--- config.mk ---
export PLATFORM = sky130hd
export DESIGN_NAME = dma_rd_collector_flat
export DESIGN_NICKNAME = d
export VERILOG_FILES = /design/src/rtl/dma_rd_collector_if.sv /design/src/rtl/dma_rd_collector.sv /design/src/flat_wrapper.sv
export SDC_FILE = /design/constraint.sdc
export NUM_CORES = 1
export LEC_CHECK = 0
export ABC_AREA = 1
export CORE_MARGIN = 1
export CORE_UTILIZATION = 50
export CTS_CLUSTER_SIZE = 40
export DETAILED_ROUTE_END_ITERATION = 16
export PLACE_DENSITY_LB_ADDON = 0.05
export SYNTH_ARGS = -nofsm -noshare
export SYNTH_HDL_FRONTEND = slang
export SYNTH_SLANG_ARGS = --single-unit
--- constraint.sdc ---
create_clock -name clk -period 12.5 [get_ports clk]
set_input_delay 2.5 -clock clk [delete_from_list [all_inputs] [get_ports clk]]
set_output_delay 2.5 -clock clk [all_outputs]
set_load 0.1 [all_outputs]
--- src/rtl/dma_rd_collector_if.sv ---
// Bundle of the collector's command, AXI R-channel, output-stream and status
// signals. The collector uses the slave modport; its environment uses master.
interface dma_rd_collector_if #(
  parameter int DATA_W = 32,
  parameter int ID_W   = 4,
  parameter int LEN_W  = 4
);
  // Command from the address issuer
  logic              cmd_valid;
  logic              cmd_ready;
  logic [ID_W-1:0]   cmd_id;
  logic [LEN_W-1:0]  cmd_len;
  // AXI read-data channel
  logic [ID_W-1:0]   rid;
  logic [DATA_W-1:0] rdata;
  logic [1:0]        rresp;
  logic              rlast;
  logic              rvalid;
  logic              rready;
  // FIFO output towards the write side
  logic [DATA_W-1:0] out_data;
  logic              out_last;
  logic              out_valid;
  logic              out_ready;
  // Status to the channel controller
  logic              done;
  logic              busy;
  logic              err_id;
  logic              err_resp;
  logic              err_last;
  logic              err_timeout;
  logic              err_clr;

  modport master (
    output cmd_valid, cmd_id, cmd_len, rid, rdata, rresp, rlast, rvalid,
           out_ready, err_clr,
    input  cmd_ready, rready, out_data, out_last, out_valid, done, busy,
           err_id, err_resp, err_last, err_timeout
  );

  modport slave (
    input  cmd_valid, cmd_id, cmd_len, rid, rdata, rresp, rlast, rvalid,
           out_ready, err_clr,
    output cmd_ready, rready, out_data, out_last, out_valid, done, busy,
           err_id, err_resp, err_last, err_timeout
  );
endinterface

--- src/rtl/dma_rd_collector.sv ---
// AXI read-data collector for one outstanding DMA burst.
// Checks RID/RRESP/RLAST against the latched command, buffers beats in a
// first-word-fall-through FIFO and reports sticky errors.
// Optional idle-beat watchdog: define DMA_RD_TIMEOUT_EN.
//
//   state  | meaning
//   -------+-------------------------------------------------------
//   S_IDLE | waiting for a burst command, R channel not ready
//   S_RECV | accepting R beats of the latched burst
module dma_rd_collector #(
  parameter int DATA_W      = 32,
  parameter int ID_W        = 4,
  parameter int LEN_W       = 4,
  parameter int DEPTH       = 8,
  parameter int TIMEOUT_CYC = 255
) (
  input  logic             clk,
  input  logic             rst,
  dma_rd_collector_if.slave bus
);

  localparam int AW = $clog2(DEPTH);
  localparam int CW = AW + 1;

  typedef enum logic [0:0] {S_IDLE, S_RECV} state_t;

  state_t            r_state;
  state_t            w_next;
  logic [ID_W-1:0]   r_id;
  logic [LEN_W-1:0]  r_len;
  logic [LEN_W:0]    r_cnt;
  logic [DATA_W:0]   r_mem [DEPTH];
  logic [AW-1:0]     r_wr_ptr;
  logic [AW-1:0]     r_rd_ptr;
  logic [CW-1:0]     r_count;
  logic              r_done;
  logic              r_err_id;
  logic              r_err_resp;
  logic              r_err_last;

  logic w_full;
  logic w_rready;
  logic w_acc;
  logic w_pop;
  logic w_at_len;
  logic w_final;
  logic w_term;
  logic w_timeout;
  logic w_latch;
  logic w_cmd_ready;
  logic w_busy;

  // The full flag comes from the registered count, so a pop in the same
  // cycle cannot raise rready; this keeps rready free of out_ready paths.
  assign w_full   = (r_count == CW'(DEPTH));
  assign w_rready = (r_state == S_RECV) && !w_full;
  assign w_acc    = bus.rvalid && w_rready;
  assign w_pop    = (r_count != '0) && bus.out_ready;
  assign w_at_len = (r_cnt == {1'b0, r_len});
  assign w_final  = w_at_len || bus.rlast;
  assign w_term   = w_acc && w_final;

  // State register
  always_ff @(posedge clk or posedge rst) begin
    if (rst) r_state <= S_IDLE;
    else     r_state <= w_next;
  end

  // Next-state and state-decoded outputs
  always_comb begin
    w_next      = r_state;
    w_cmd_ready = 1'b0;
    w_busy      = 1'b0;
    w_latch     = 1'b0;
    case (r_state)
      S_IDLE: begin
        w_cmd_ready = 1'b1;
        if (bus.cmd_valid) begin
          w_latch = 1'b1;
          w_next  = S_RECV;
        end
      end
      S_RECV: begin
        w_busy = 1'b1;
        if (w_term || w_timeout) w_next = S_IDLE;
      end
      default: w_next = S_IDLE;
    endcase
  end

  // Command latch and beat counter
  always_ff @(posedge clk or posedge rst) begin
    if (rst) begin
      r_id  <= '0;
      r_len <= '0;
      r_cnt <= '0;
    end else if (w_latch) begin
      r_id  <= bus.cmd_id;
      r_len <= bus.cmd_len;
      r_cnt <= '0;
    end else if (w_acc) begin
      r_cnt <= r_cnt + 1'b1;
    end
  end

  // FIFO storage, pointers and occupancy; errored beats are pushed too
  always_ff @(posedge clk or posedge rst) begin
    if (rst) begin
      for (int i = 0; i < DEPTH; i++) r_mem[i] <= '0;
      r_wr_ptr <= '0;
      r_rd_ptr <= '0;
      r_count  <= '0;
    end else begin
      if (w_acc) begin
        r_mem[r_wr_ptr] <= {w_final, bus.rdata};
        r_wr_ptr        <= r_wr_ptr + 1'b1;
      end
      if (w_pop) r_rd_ptr <= r_rd_ptr + 1'b1;
      case ({w_acc, w_pop})
        2'b10:   r_count <= r_count + 1'b1;
        2'b01:   r_count <= r_count - 1'b1;
        default: r_count <= r_count;
      endcase
    end
  end

  // Done pulse and sticky errors; a new error wins over err_clr
  always_ff @(posedge clk or posedge rst) begin
    if (rst) begin
      r_done     <= 1'b0;
      r_err_id   <= 1'b0;
      r_err_resp <= 1'b0;
      r_err_last <= 1'b0;
    end else begin
      r_done     <= w_term || w_timeout;
      r_err_id   <= (r_err_id && !bus.err_clr) || (w_acc && (bus.rid != r_id));
      r_err_resp <= (r_err_resp && !bus.err_clr) || (w_acc && bus.rresp[1]);
      r_err_last <= (r_err_last && !bus.err_clr) ||
                    (w_acc && (bus.rlast != w_at_len));
    end
  end

`ifdef DMA_RD_TIMEOUT_EN
  localparam int WD_W = $clog2(TIMEOUT_CYC + 1);

  logic [WD_W-1:0] r_wdog;
  logic            r_err_to;

  // Expires on the TIMEOUT_CYC-th consecutive RECV cycle without a beat
  assign w_timeout = (r_state == S_RECV) && !w_acc &&
                     (r_wdog == WD_W'(TIMEOUT_CYC - 1));

  // Watchdog counter, restarted on burst entry and on every beat
  always_ff @(posedge clk or posedge rst) begin
    if (rst)                   r_wdog <= '0;
    else if (w_latch || w_acc) r_wdog <= '0;
    else if (r_state == S_RECV) r_wdog <= r_wdog + WD_W'(1);
  end

  // Sticky timeout flag
  always_ff @(posedge clk or posedge rst) begin
    if (rst) r_err_to <= 1'b0;
    else     r_err_to <= (r_err_to && !bus.err_clr) || w_timeout;
  end

  assign bus.err_timeout = r_err_to;
`else
  assign w_timeout       = 1'b0;
  assign bus.err_timeout = 1'b0;
`endif

  assign bus.cmd_ready = w_cmd_ready;
  assign bus.busy      = w_busy;
  assign bus.rready    = w_rready;
  assign bus.out_valid = (r_count != '0);
  assign bus.out_data  = r_mem[r_rd_ptr][DATA_W-1:0];
  assign bus.out_last  = r_mem[r_rd_ptr][DATA_W];
  assign bus.done      = r_done;
  assign bus.err_id    = r_err_id;
  assign bus.err_resp  = r_err_resp;
  assign bus.err_last  = r_err_last;

endmodule
--- src/flat_wrapper.sv ---
// flat-port wrapper written by rule: the top's interface ports become plain ports
module dma_rd_collector_flat 
#(
  parameter int DATA_W      = 32,
  parameter int ID_W        = 4,
  parameter int LEN_W       = 4,
  parameter int DEPTH       = 8,
  parameter int TIMEOUT_CYC = 255
)
  (clk, rst, bus_cmd_valid, bus_cmd_id, bus_cmd_len, bus_rid, bus_rdata, bus_rresp, bus_rlast, bus_rvalid, bus_out_ready, bus_err_clr, bus_cmd_ready, bus_rready, bus_out_data, bus_out_last, bus_out_valid, bus_done, bus_busy, bus_err_id, bus_err_resp, bus_err_last, bus_err_timeout);
  dma_rd_collector_if #(.DATA_W(DATA_W), .ID_W(ID_W), .LEN_W(LEN_W)) bus_i ();
  input  logic clk;
  input  logic rst;
  input wire logic [$bits(bus_i.cmd_valid)-1:0] bus_cmd_valid;
  input wire logic [$bits(bus_i.cmd_id)-1:0] bus_cmd_id;
  input wire logic [$bits(bus_i.cmd_len)-1:0] bus_cmd_len;
  input wire logic [$bits(bus_i.rid)-1:0] bus_rid;
  input wire logic [$bits(bus_i.rdata)-1:0] bus_rdata;
  input wire logic [$bits(bus_i.rresp)-1:0] bus_rresp;
  input wire logic [$bits(bus_i.rlast)-1:0] bus_rlast;
  input wire logic [$bits(bus_i.rvalid)-1:0] bus_rvalid;
  input wire logic [$bits(bus_i.out_ready)-1:0] bus_out_ready;
  input wire logic [$bits(bus_i.err_clr)-1:0] bus_err_clr;
  output wire logic [$bits(bus_i.cmd_ready)-1:0] bus_cmd_ready;
  output wire logic [$bits(bus_i.rready)-1:0] bus_rready;
  output wire logic [$bits(bus_i.out_data)-1:0] bus_out_data;
  output wire logic [$bits(bus_i.out_last)-1:0] bus_out_last;
  output wire logic [$bits(bus_i.out_valid)-1:0] bus_out_valid;
  output wire logic [$bits(bus_i.done)-1:0] bus_done;
  output wire logic [$bits(bus_i.busy)-1:0] bus_busy;
  output wire logic [$bits(bus_i.err_id)-1:0] bus_err_id;
  output wire logic [$bits(bus_i.err_resp)-1:0] bus_err_resp;
  output wire logic [$bits(bus_i.err_last)-1:0] bus_err_last;
  output wire logic [$bits(bus_i.err_timeout)-1:0] bus_err_timeout;
  assign bus_i.cmd_valid = bus_cmd_valid;
  assign bus_i.cmd_id = bus_cmd_id;
  assign bus_i.cmd_len = bus_cmd_len;
  assign bus_i.rid = bus_rid;
  assign bus_i.rdata = bus_rdata;
  assign bus_i.rresp = bus_rresp;
  assign bus_i.rlast = bus_rlast;
  assign bus_i.rvalid = bus_rvalid;
  assign bus_i.out_ready = bus_out_ready;
  assign bus_i.err_clr = bus_err_clr;
  assign bus_cmd_ready = bus_i.cmd_ready;
  assign bus_rready = bus_i.rready;
  assign bus_out_data = bus_i.out_data;
  assign bus_out_last = bus_i.out_last;
  assign bus_out_valid = bus_i.out_valid;
  assign bus_done = bus_i.done;
  assign bus_busy = bus_i.busy;
  assign bus_err_id = bus_i.err_id;
  assign bus_err_resp = bus_i.err_resp;
  assign bus_err_last = bus_i.err_last;
  assign bus_err_timeout = bus_i.err_timeout;
  dma_rd_collector #(.DATA_W(DATA_W), .ID_W(ID_W), .LEN_W(LEN_W), .DEPTH(DEPTH), .TIMEOUT_CYC(TIMEOUT_CYC)) u_core (.clk(clk), .rst(rst), .bus(bus_i));
endmodule
# Word level (Yosys, flattened, before mapping)
# Index checks and enable logic that the tools add are counted.
[totals]
word_cells = 71
input_bits = 53
ff_bits = 292
output_inout_bits = 42
[op_classes]
addsub = 5
bitwise = 3
n_eq_ne = 6
n_lt_le_gt_ge = 3
n_reduce_logical = 20
n_mux = 15
[ops]
columns = ["operator", "n"]
rows = [
  ["264-bit bitwise mux", 1],
  ["33-bit binary-select mux with 3-bit select", 1],
  ["33-bit demux with 3-bit select", 1],
  ["33-bit two-way mux", 3],
  ["1-bit logical AND", 11],
  ["5-bit two-way mux", 2],
  ["4-bit greater-or-equal comparator (second input constant)", 2],
  ["3-bit NOT with 4-bit output", 2],
  ["4-bit case mux with 2 select lines", 1],
  ["3-bit by 1-bit adder with 3-bit output (second input constant)", 2],
  ["5-bit by 1-bit adder with 5-bit output (second input constant)", 1],
  ["5-bit by 4-bit equality test with 1-bit output", 1],
  ["1-bit two-way mux", 5],
  ["4-bit by 1-bit adder with 4-bit output (second input constant)", 1],
  ["4-bit equality test (second input constant)", 1],
  ["1-bit logical OR", 4],
  ["4-bit by 1-bit less-than comparator with 1-bit output (second input constant)", 1],
  ["4-bit inequality test", 1],
  ["2-bit nonzero test", 2],
  ["4-bit nonzero test", 1],
  ["4-bit by 1-bit subtractor with 4-bit output (second input constant)", 1],
  ["2-bit by 1-bit equality test with 1-bit output (second input constant)", 1],
  ["2-bit equality test (second input constant)", 1],
  ["1-bit logical NOT", 2],
  ["other kinds (3)", 3],
]

# Logic depth before layout (Yosys ltp)
[logic_depth]
ltp_word = 7
mapped_depth = 14
ltp_nobuf = 13

# Worst setup path before layout
# No wires, ideal clock.
[synth_timing]
path_type = "register -> output"
startpoint = "register u_core.r_state"
endpoint = "output port bus_rready"
setup_slack_ps = 6752
stages_incl_launch_ff = 5
n_path_buf = 2
required_ps = 10000
arrival_time_ps = 3248
path_cell_list = "dfrtp_1 > inv_1 > a31oi_4 > buf_4 > clkbuf_1"
[synth_between]
elab_chain_cells = 1
[synth_lines]
columns = ["element", "line", "source"]
rows = [
  ["start: declaration", "dma_rd_collector.sv:27", "state_t r_state;"],
  ["start signal: assignment", "dma_rd_collector.sv:66", "else r_state <= w_next;"],
  ["1-bit logical AND", "dma_rd_collector.sv:56", "assign w_rready = (r_state == S_RECV) && !w_full;"],
  ["end: declaration", "flat_wrapper.sv:25", "output wire logic [$bits(bus_i.rready)-1:0] bus_rready;"],
]
# Every way passes these cells.

# Final worst setup path
[layout_timing]
startpoint = "register u_core.r_rd_ptr[0]"
endpoint = "output port bus_out_data[25]"
[layout_between]
elab_chain_cells = 4
[layout_lines]
columns = ["element", "line", "source"]
rows = [
  ["start: declaration", "dma_rd_collector.sv:34", "logic [AW-1:0] r_rd_ptr;"],
  ["start signal: assignment", "dma_rd_collector.sv:118", "if (w_pop) r_rd_ptr <= r_rd_ptr + 1'b1;"],
  ["3-bit NOT with 4-bit output (implied by the code)", "dma_rd_collector.sv:176", "assign bus.out_data = r_mem[r_rd_ptr][DATA_W-1:0];"],
  ["33-bit binary-select mux with 3-bit select", "dma_rd_collector.sv:176", ""],
  ["33-bit two-way mux (implied by the code) (2 in series)", "dma_rd_collector.sv:176", ""],
  ["end: declaration", "flat_wrapper.sv:26", "output wire logic [$bits(bus_i.out_data)-1:0] bus_out_data;"],
]
# Every way passes these cells. The select of a mux whose other input is x is not followed.

==> Implementation_results.wiki <==
{| class="wikitable"
! Metric !! Value
|-
| Setup repair after global routing missed its margin || false
|-
| Wire length of the first global-routing pass || 70.5 mm
|-
| Die Outline Area || 0.0301 mm²
|-
| Kind of launch point of the worst setup path || flip-flop
|-
| Slowest cell on the critical path || sky130_fd_sc_hd__clkdlybuf4s50_1
|-
| Startpoint of the lowest-slack hold path || u_core.r_mem[183]$_DFFE_PP0P_
|-
| Count of boundary I/O pins || 95
|-
| Y dimension of the die || 173 µm
|-
| Status || completed
|-
| Cells along the critical path || inv_4 -> buf_4 -> o21ai_0 -> o21ai_0 -> nand2_1 -> nand2_1 -> clkdlybuf4s50_1
|-
| Final weighted congestion in routability-driven placement || 0.783
|-
| Most frequent cells in the layout || sky130_fd_sc_hd__nand2_1 (696), sky130_fd_sc_hd__dfrtp_1 (290), sky130_fd_sc_hd__nand4_1 (267)
|-
| Final count of hold timing violations || 0
|-
| DR vias/cell || 5.79
|-
| Layout Skew || 0.0118 ns
|-
| Worst hold endpoint || u_core.r_mem[183]$_DFFE_PP0P_
|-
| Non-Filler Cell Area, Final || 0.0166 mm²
|-
| Highest cell delay on the worst timing path || 1.16 ns
|-
| Slack of the worst reg-to-reg path || 8.92 ns
|-
| Sum Neg Setup Slack || 0 ns
|-
| Worst EP arrival || 4.37 ns
|-
| Min Clock Period, post-route || 6.87 ns
|-
| Total of max-cap violations || 0
|-
| CTS tree || yes
|-
| Unique cell type count in the Yosys netlist || 23
|-
| Initial core utilization || 51.1%
|-
| Data required, critical path || 10.00 ns
|-
| Post-route clock period utilization || 55.0%
|-
| Cells after Synth || 1938
|-
| Vias after detailed routing || 13300
|-
| Number of sinks handled by clock tree synthesis || 292
|-
| Cells resized by post-CTS repair || 0
|-
| Final Routed Wirelength || 43.2 mm
|-
| Synthesis-to-finish area growth || 12.7%
|-
| Relative slew margins || 15.9%
|-
| Vias in the first global route || 12800
|-
| GRT met3 Usage || 3.44%
|-
| Synthesis warning total || 0
|-
| Cell type contributing the most total cell area after synthesis || sky130_fd_sc_hd__dfrtp_1
|-
| CTS clock-pin slew for the worst setup and hold paths || 0.05 ns
|-
| Die width || 173 µm
|-
| Setup-violating endpoint count in the final report || 0
|-
| Netlist Area Pre-Place || 0.0147 mm²
|-
| Crit-path max FO || 87
|-
| Buffer and inverter count on the worst path || 3
|-
| Crit path max-delay family || buffers and inverters
|-
| Std-Cell Rows || 62
|-
| Average cell area after synthesis || 7.58 µm²
|-
| Filler instances || 2646
|-
| Number of instances on the worst hold path || 2
|-
| Type of element capturing the critical path || output pin
|-
| Min-delay worst type || flip-flop to flip-flop
|-
| Largest net degree at the start of global routing || 115
|-
| Fraction of the yosys area taken by sequential cells || 49.7%
|-
| Final Max Tran Viols || 0
|-
| Worst flop-to-flop path startpoint || u_core.r_count[0]$_DFFE_PP0P_
|-
| Routing usage on met1 || 40.4%
|-
| Post-synthesis register bit count || 292
|-
| Initial DRC count || 1422
|-
| Worst Tran Pin Value || 1.26 ns
|-
| Net count reported at finish || 1948
|-
| Fraction of post-synthesis cell area in the top cell type by area || 49.7%
|-
| Maximum level of the CTS H-tree || 2
|-
| Average wire length per cell after detail routing || 18.9 µm
|-
| Upper clock frequency limit || 146 MHz
|-
| Cell Area, Placed || 0.0155 mm²
|-
| End of the worst register-to-register path || u_core.r_count[2]$_DFFE_PP0P_
|-
| Number of iterations in the first detailed-routing pass || 6
|-
| Total global routing overflow || 0
|-
| Dominant cells by area after synthesis || sky130_fd_sc_hd__dfrtp_1 (50%), sky130_fd_sc_hd__nand2_1 (18%), sky130_fd_sc_hd__nand4_1 (11%), sky130_fd_sc_hd__o21ai_0 (6.9%), sky130_fd_sc_hd__nor2_1 (5.4%)
|-
| Antenna violations before repair || 1
|-
| TritonCTS buffer count || 34
|-
| Min Hold Slack || 0.464 ns
|-
| Area of the core || 0.0288 mm²
|-
| Total nets after synthesis || 1998
|-
| Worst Reg-to-Reg Cells || 12
|-
| Number of buffers inserted by hold repair at cts || 0
|-
| DRC || 0
|-
| Number of nets still failing antenna checks after routing || 0
|-
| Global-route track usage on met2 || 47.8%
|-
| Most heavily used metal layer in global routing || met2
|-
| DPL Wire Length || 21.2 mm
|-
| Most common library cell in the layout ignoring fill and taps || sky130_fd_sc_hd__nand2_1
|-
| Clock Tree Buf Depth || 3
|-
| Final Core Density || 57.5%
|-
| Skew-Pair Late Insertion Delay || 0.51 ns
|-
| Layout cell share with drive strength beyond 1 || 4.56%
|-
| GRT Resource Usage Total || 29.2%
|-
| Number of buffers inserted by port buffering || 92
|-
| Clock root cell || sky130_fd_sc_hd__clkbuf_16
|-
| Setup fix buffers added after clock tree synthesis || 0
|-
| Critical path start-end classification || flip-flop to output pin
|}
-- worst min-delay path, delay by kind of cell (launching register included) --
family / cells / cell delay [ns]
DFF: 1 / 0.33
and+or+nand+nor: 2 / 0.10
-- how the worst max path moves through the flow --
stage	startpoint	to	slack (ns)	cells past startpoint
after floorplan	rst	u_core.bus.done$_DFF_PP0_	1.94	1
after global placement	u_core.r_rd_ptr[0]$_DFFE_PP0P_	bus_out_data[2]	6.18	7
after detailed placement	u_core.r_rd_ptr[0]$_DFFE_PP0P_	bus_out_data[30]	6.18	7
after CTS	u_core.r_rd_ptr[0]$_DFFE_PP0P_	bus_out_data[2]	5.63	7
after global routing	u_core.r_rd_ptr[0]$_DFFE_PP0P_	bus_out_data[30]	5.41	7
final	u_core.r_rd_ptr[0]$_DFFE_PP0P_	bus_out_data[25]	5.63	7
-- Yosys cell counts --
cell and instances:
sky130_fd_sc_hd__a31oi_4 1, sky130_fd_sc_hd__clkbuf_2 32, sky130_fd_sc_hd__conb_1 1, sky130_fd_sc_hd__buf_1 13
sky130_fd_sc_hd__inv_1 18, sky130_fd_sc_hd__o22ai_1 1, sky130_fd_sc_hd__clkinv_1 2, sky130_fd_sc_hd__ha_1 7
sky130_fd_sc_hd__buf_4 3, sky130_fd_sc_hd__nor3_1 1, sky130_fd_sc_hd__nor2_1 213, sky130_fd_sc_hd__o21ai_0 203
sky130_fd_sc_hd__o21ai_1 1, sky130_fd_sc_hd__dfrtp_1 292, sky130_fd_sc_hd__nand2_1 696, sky130_fd_sc_hd__buf_2 38
sky130_fd_sc_hd__xnor2_1 6, sky130_fd_sc_hd__clkbuf_1 110, sky130_fd_sc_hd__inv_2 2, sky130_fd_sc_hd__nand4_1 267
sky130_fd_sc_hd__nand3_1 20, sky130_fd_sc_hd__xor2_1 9, sky130_fd_sc_hd__a21oi_1 2
-- flip-flops by register name, indices dropped and copies added, names as in the netlist --
name                 flops
u_core.r_mem           264
u_core.r_cnt             5
u_core.r_count           4
u_core.r_id              4
u_core.r_len             4
u_core.r_rd_ptr          3
u_core.r_wr_ptr          3
u_core.bus.done          1
u_core.bus.err_id        1
u_core.bus.err_last      1
u_core.bus.err_resp      1
u_core.r_state           1
-- through the flow --
| step | std cells | worst slack, ns |
|---|---|---|
| final | 2291 | 5.63 |
| after global routing | 2291 | 5.41 |
| after CTS | 2290 | 5.63 |
| after detailed placement | 2236 | 6.18 |
| after global placement | 2236 | 6.18 |
| after floorplan | 1938 | 1.94 |
-- per-layer routing --
layer  share of wire [%]  routed length, µm
met1                  44              19200
met2                  47              20300
met3                 6.0               2600
met4                 2.5               1080
met5                   0                  0
-- area by class of cell --
| cell class | instances | area (µm²) | share of cell area, % |
|---|---|---|---|
| well taps | 384 | 480 | 2.90 |
| flip-flops and latches | 292 | 7310 | 44.2 |
| inverters | 22 | 92.6 | 0.559 |
| diodes | 1 | 2.50 | 0.0151 |
| multi-input cells | 1428 | 6570 | 39.7 |
| clock buffers | 51 | 1030 | 6.21 |
| clock inverters | 3 | 15.0 | 0.0907 |
| repair buffers | 110 | 1060 | 6.40 |
-- kinds of logic (layout without fill, tap and decap cells) --
logic type | count (synthesis) | in the layout | synth area share [%]
simple gates | 1197 | 1197 | 35.3
compound gates | 208 | 208 | 7.20
other cells | 1 | 2 | 0.0255
fa+ha+maj | 7 | 7 | 0.596
buf+inv | 218 | 186 | 6.24
flops | 292 | 292 | 49.7
xor+xnor | 15 | 15 | 0.894
Power is left out: the tool's default activity adds up to more than one toggle a clock period on the data nets, which glitch-free logic cannot reach.
